## src/rtl/proc_pkg.sv

```systemverilog
// Shared definitions for the 16-bit processor: opcode fields, op codes, idle opcode and
// sequencer state encodings.
package proc_pkg;

  localparam int unsigned OP_MSB  = 15;
  localparam int unsigned OP_LSB  = 13;
  localparam int unsigned RA_MSB  = 12;
  localparam int unsigned RA_LSB  = 10;
  localparam int unsigned RB_MSB  = 9;
  localparam int unsigned RB_LSB  = 7;
  localparam int unsigned RC_MSB  = 6;
  localparam int unsigned RC_LSB  = 4;
  localparam int unsigned IMM_MSB = 3;
  localparam int unsigned IMM_LSB = 0;

  localparam logic [2:0] OP_ADD  = 3'b000;
  localparam logic [2:0] OP_ADDI = 3'b001;
  localparam logic [2:0] OP_SUBI = 3'b010;
  localparam logic [2:0] OP_SUB  = 3'b011;
  localparam logic [2:0] OP_HALT = 3'b111;

  // ADDI r0,r0,0: architecturally a no-op
  localparam logic [15:0] IDLE_OP_DEFAULT = 16'b001_000_000_000_0000;

  localparam logic [2:0] StIdle  = 3'd0;
  localparam logic [2:0] StIssue = 3'd1;
  localparam logic [2:0] StWait  = 3'd2;
  localparam logic [2:0] StDone  = 3'd3;
  localparam logic [2:0] StPause = 3'd4;

  function automatic logic [2:0] get_op(input logic [15:0] instr);
    return instr[OP_MSB:OP_LSB];
  endfunction

endpackage

```

## src/rtl/proc_prog_mem.sv

```systemverilog
// Program memory: DEPTH x 16 array, synchronous write, asynchronous read, no reset.
module proc_prog_mem #(
  parameter int unsigned DEPTH = 16,
  parameter int unsigned AW    = 4
) (
  input  logic          clk_i,
  input  logic          we_i,
  input  logic [AW-1:0] waddr_i,
  input  logic [15:0]   wdata_i,
  input  logic [AW-1:0] raddr_i,
  output logic [15:0]   rdata_o
);

  logic [15:0] mem_q [DEPTH];

  always_ff @(posedge clk_i) begin
    if (we_i) begin
      mem_q[waddr_i] <= wdata_i;
    end
  end

  assign rdata_o = mem_q[raddr_i];

endmodule

```

## src/rtl/proc_sequencer.sv

```systemverilog
// Program sequencer: issues opcodes from a host-loaded program memory to the datapath and
// captures each result. Optional single-step mode is enabled by defining SEQ_SINGLE_STEP_EN.
module proc_sequencer
  import proc_pkg::*;
#(
  parameter int unsigned DEPTH      = 16,
  parameter int unsigned AW         = $clog2(DEPTH),
  parameter int unsigned RESULT_LAT = 1,
  parameter logic [15:0] IDLE_OP    = IDLE_OP_DEFAULT
) (
  input  logic          clk,
  input  logic          rst_n,
  input  logic          prog_we_i,
  input  logic [AW-1:0] prog_addr_i,
  input  logic [15:0]   prog_data_i,
  input  logic          start_i,
`ifdef SEQ_SINGLE_STEP_EN
  input  logic          step_i,
`endif
  output logic          busy_o,
  output logic          done_o,
  output logic [15:0]   opcode_o,
  input  logic [15:0]   proc_result_i,
  output logic          res_valid_o,
  output logic [15:0]   res_data_o,
  output logic [AW-1:0] res_pc_o
);

  localparam int unsigned CW = $clog2(RESULT_LAT + 1);

  logic [2:0]    state_q, state_d;
  logic [AW-1:0] pc_q, pc_d;
  logic [CW-1:0] cnt_q, cnt_d;
  logic [15:0]   opcode_q, opcode_d;
  logic          busy_q, busy_d;
  logic          res_valid_q, res_valid_d;
  logic [15:0]   res_data_q, res_data_d;
  logic [AW-1:0] res_pc_q, res_pc_d;
  logic [15:0]   instr;
  logic          last_pc;

  proc_prog_mem #(
    .DEPTH(DEPTH),
    .AW   (AW)
  ) u_prog_mem (
    .clk_i  (clk),
    .we_i   (prog_we_i && (state_q == StIdle)),
    .waddr_i(prog_addr_i),
    .wdata_i(prog_data_i),
    .raddr_i(pc_q),
    .rdata_o(instr)
  );

  assign last_pc = (pc_q == AW'(DEPTH - 1));

  always_comb begin
    state_d     = state_q;
    pc_d        = pc_q;
    cnt_d       = cnt_q;
    opcode_d    = opcode_q;
    busy_d      = busy_q;
    res_valid_d = 1'b0;
    res_data_d  = res_data_q;
    res_pc_d    = res_pc_q;
    case (state_q)
      StIdle: begin
        if (start_i) begin
          pc_d    = '0;
          busy_d  = 1'b1;
          state_d = StIssue;
        end
      end
      StIssue: begin
        if (get_op(instr) == OP_HALT) begin
          state_d = StDone;
        end else begin
          opcode_d = instr;
          cnt_d    = CW'(RESULT_LAT);
          state_d  = StWait;
        end
      end
      StWait: begin
        if (cnt_q != '0) begin
          cnt_d = cnt_q - CW'(1);
        end else begin
          res_data_d  = proc_result_i;
          res_pc_d    = pc_q;
          res_valid_d = 1'b1;
          opcode_d    = IDLE_OP;
`ifdef SEQ_SINGLE_STEP_EN
          state_d     = StPause;
`else
          if (last_pc) begin
            state_d = StDone;
          end else begin
            pc_d    = pc_q + AW'(1);
            state_d = StIssue;
          end
`endif
        end
      end
`ifdef SEQ_SINGLE_STEP_EN
      StPause: begin
        if (step_i) begin
          if (last_pc) begin
            state_d = StDone;
          end else begin
            pc_d    = pc_q + AW'(1);
            state_d = StIssue;
          end
        end
      end
`endif
      StDone: begin
        busy_d  = 1'b0;
        state_d = StIdle;
      end
      default: state_d = StIdle;
    endcase
  end

  always_ff @(posedge clk or negedge rst_n) begin
    if (!rst_n) begin
      state_q     <= StIdle;
      pc_q        <= '0;
      cnt_q       <= '0;
      opcode_q    <= IDLE_OP;
      busy_q      <= 1'b0;
      res_valid_q <= 1'b0;
      res_data_q  <= '0;
      res_pc_q    <= '0;
    end else begin
      state_q     <= state_d;
      pc_q        <= pc_d;
      cnt_q       <= cnt_d;
      opcode_q    <= opcode_d;
      busy_q      <= busy_d;
      res_valid_q <= res_valid_d;
      res_data_q  <= res_data_d;
      res_pc_q    <= res_pc_d;
    end
  end

  assign busy_o      = busy_q;
  assign done_o      = (state_q == StDone);
  assign opcode_o    = opcode_q;
  assign res_valid_o = res_valid_q;
  assign res_data_o  = res_data_q;
  assign res_pc_o    = res_pc_q;

endmodule

```

## config.mk

```make
export PLATFORM = sky130hd
export DESIGN_NAME = proc_sequencer
export DESIGN_NICKNAME = d
export VERILOG_FILES = /design/src/rtl/proc_pkg.sv /design/src/rtl/proc_prog_mem.sv /design/src/rtl/proc_sequencer.sv
export SDC_FILE = /design/constraint.sdc
export NUM_CORES = 1
export LEC_CHECK = 0
export ABC_CLOCK_PERIOD_IN_PS = 2400
export CAP_MARGIN = 20
export CORE_ASPECT_RATIO = 0.75
export CORE_MARGIN = 2
export CORE_UTILIZATION = 53
export DETAILED_ROUTE_END_ITERATION = 7
export GPL_TIMING_DRIVEN = 0
export PLACE_DENSITY = 0.83
export SLEW_MARGIN = 10
export SYNTH_ARGS = -nofsm -noshare
export SYNTH_HDL_FRONTEND = slang
export SYNTH_SLANG_ARGS = --single-unit
```

## constraint.sdc

```tcl
create_clock -name clk -period 2.4 [get_ports clk]
set_clock_uncertainty 0.1 [all_clocks]
set_input_delay 0.48 -clock clk [delete_from_list [all_inputs] [get_ports clk]]
set_output_delay 0.48 -clock clk [all_outputs]
set_load 0.03 [all_outputs]
```

==> results.ini <==
[timing]
min_period_ps = 2480
period_share_pct = 103
holdWs_ps = 266
rsz0062_at_grt = true
hold_violations = 0
setup_ws_ps = -78.2
slew_headroom_pct = 55.9
finalMaxSlewViolations = 0
setup_violations = 14
max_freq_ghz = 0.404
tns_ps = -756
worstMarginPinSlew_ps = 660

[synthesis]
synth_warnings = 0
synth-adder-area-share_pct = 0.105
synth_top_cell_by_area = edfxtp_1
synthesis.area_mm2 = 0.0119
synth_top_area_share_pct = 64.4
synth_area_leaders = edfxtp_1, mux4_2, dfrtp_1, nand2_1, o22ai_1
ys_seq_area_share_pct = 73.8
syn_nets = 727
ys_seq_elements = 301
synth_compound_area_share_pct = 4.57
avgSynthCellArea_um2 = 17.4
synthCells = 686
ys_types = 43
synth_top_family_by_area = multiplexers
yosys.area_share.simple_pct = 7.34
muxShareOfSynthArea_pct = 12.3
synthXorXnorAreaFrac_pct = 0

[floorplanning]
die_area_mm2 = 0.0238
design.core.area_mm2 = 0.0221
initial_core_util_pct = 54.0
die_x_um = 177
ios = 79
fp-row-count = 47
die_h_um = 134

[setup_path]
endpoint_kind = flop
rr_startpoint = pc_q[0]$_DFFE_PN0P_
cpMaxStageDelayCell = mux4_2
worstPathCellList = buf_6 -> buf_12 -> mux4_2 -> a22o_1 -> a221oi_4 -> buf_12 -> buf_6 -> nor4_1 -> a211oi_1
crit_path_max_incr_delay_ps = 510
worstSetupStartpoint = pc_q[0]$_DFFE_PN0P_
worstPathRequired_ps = 2730
arrival_ps = 2810
r2r-end = opcode_o[1]$_DFFE_PN0P_
r2r_slack_ps = -80
critical_path_class = reg -> reg
startpoint_type = flop
worstPathMaxFanout = 5
rr_worst_depth = 9

[grt]
grt_pass1_vias = 7272
antenna_found_initial = 0
grt_usage_pct = 24.6
grt_max_degree = 36
grt-ovfl-total = 0
grt_first_pass_wirelength_um = 43200

[placement]
place_hpwl_um = 17800
globalplace.congestion = 0.853
port-buffer-count = 78

[finish]
area_growth_pct = 23.0
drive_gt1_share_pct = 25.4
final_common_cell = edfxtp_1
antennaDiodeCount = 0
layout_common_cells = edfxtp_1, nand2_1, clkdlybuf4s50_1
nets = 868

[power_and_ir_drop]
peakVddDrop_v = 0.000652
total_power_mw = 17.2
seqPwrFrac_pct = 37.8
leakagePower_nw = 5.00
pwr-share-comb_pct = 38.9
p_switching_mw = 5.92
switching_share_pct = 34.5
powerDensity_mw_per_mm2 = 1170
p_int_mw = 11.2
clkPwrFrac_pct = 23.3

[clock_tree]
clk_latency_ps = 540
root_buffer = clkbuf_16
clock_path_buffers = 3
cts.sinks = 301
cts_htree_levels = 1
path_clk_slew_ps = 70
cts_made_buffers = 27
cts_tree = built

[routing]
wl_per_cell_um = 25.9
drtIter0Drc = 1008
routed_wl_um = 29500
ant_nets = 0
via_count = 7338
drtPass1Iterations = 6
drc_errors = 0
vias_per_cell = 6.44

[run_status]
failed_checks = setup timing
outcome = finished, violations left

[job]
maxCapViolCount = 0

[hold_path]
holdCritPathClass = in -> async

==> cells in the mapped netlist (all sizes together) <==
cell type / instances
a211o: 1
a211oi: 13
a21oi: 2
a221o: 1
a221oi: 1
a22o: 1
a22oi: 3
a31oi: 1
and2: 3
and3: 1
and4: 2
buf: 17
clkbuf: 22
dfrtp: 44
dfstp: 1
edfxtp: 256
ha: 1
inv: 4
mux2i: 3
mux4: 64
nand2: 112
nand2b: 6
nand3: 2
nand4: 15
nor2: 32
nor2b: 3
nor3: 5
nor4: 13
nor4b: 1
o211ai: 1
o21ai: 24
o221a: 1
o22ai: 26
o2bb2ai: 1
or2: 2
or3: 1
==> what timing repair did <==
item,CTS,global route
resized for setup,49,33
setup endpoints to repair,20,18
hold endpoints to repair,25,0
hold buffers,1,0
setup buffers,7,6
gates cloned,2,2
pin swaps,6,20
==> layout make-up <==
cell class / count / area, µm²
Buffer: 38 / 328
Clock buffer: 29 / 683
Clock inverter: 18 / 123
Fill cell: 1401 / 7410
Inverter: 4 / 15.0
Multi-Input combinational cell: 342 / 3080
Sequential cell: 301 / 8820
Tap cell: 294 / 368
Timing Repair Buffer: 113 / 1290
==> critical path, delay by kind of cell, from the launching register on <==
kind | cells | cell delay (ps)
AND/OR/NAND/NOR | 1 | 60
buffers and inverters | 4 | 590
AO/OA/AOI/OAI | 3 | 730
multiplexers | 1 | 510
flip-flops | 1 | 370
==> worst max-delay path by stage <==
stage	to	slack [ps]	cells past startpoint
2_1_floorplan	opcode_o[10]$_DFFE_PN0P_	160	8
3_3_place_gp	u_prog_mem.mem_q[4][12]$_DFFE_PP_	-1040	4
3_5_place_dp	opcode_o[5]$_DFFE_PN0P_	-560	8
4_1_cts	opcode_o[3]$_DFFE_PN0P_	-50	9
5_1_grt	opcode_o[3]$_DFFE_PN0P_	-140	9
6_report	opcode_o[1]$_DFFE_PN0P_	-80	9
==> through the flow <==
stage	setup WS (ps)	std cells	cell area (µm²)	utilization (%)
2_1_floorplan	157	686	12000	-
3_3_place_gp	-1040	1058	13100	59.3
3_5_place_dp	-558	1075	13400	60.8
4_1_cts	-51.2	1131	14500	65.7
5_1_grt	-145	1139	14700	66.5
6_report	-78.2	1139	14700	66.5
==> state kept, by name, summed over array words and instances (netlist names) <==
signal            flops
busy_o                1
cnt_q                 1
opcode_o             16
pc_q                  4
res_data_o           16
res_pc_o              4
res_valid_o           1
state_q               2
u_prog_mem.mem_q    256
==> power groups by stage <==
stage	registers, mW	clock network, mW	logic [mW]
6_report	6.48	4.00	6.68
5_1_grt	6.51	4.23	6.99
4_1_cts	6.44	4.04	6.06
3_5_place_dp	6.53	0	5.42
3_3_place_gp	6.52	0	5.21
2_1_floorplan	7.09	0	3.03
==> metal layers <==
layer / track usage (%) / up-vias / part of all wire [%]
met5: 0 / - / 0
met4: 9.02 / 0 / 4.2
met3: 3.63 / 123 / 10
met2: 39.4 / 521 / 48
met1: 35.2 / 3698 / 38
li1: - / 2996 / -
==> cells by family (layout without fill, tap and decap cells) <==
family | Yosys count | after routing
flops | 301 | 301
simple gates | 198 | 198
compound gates | 76 | 76
mux | 67 | 67
buf+inv | 43 | 202
fa+ha+maj | 1 | 1
(Power assumes the default switching activity.)
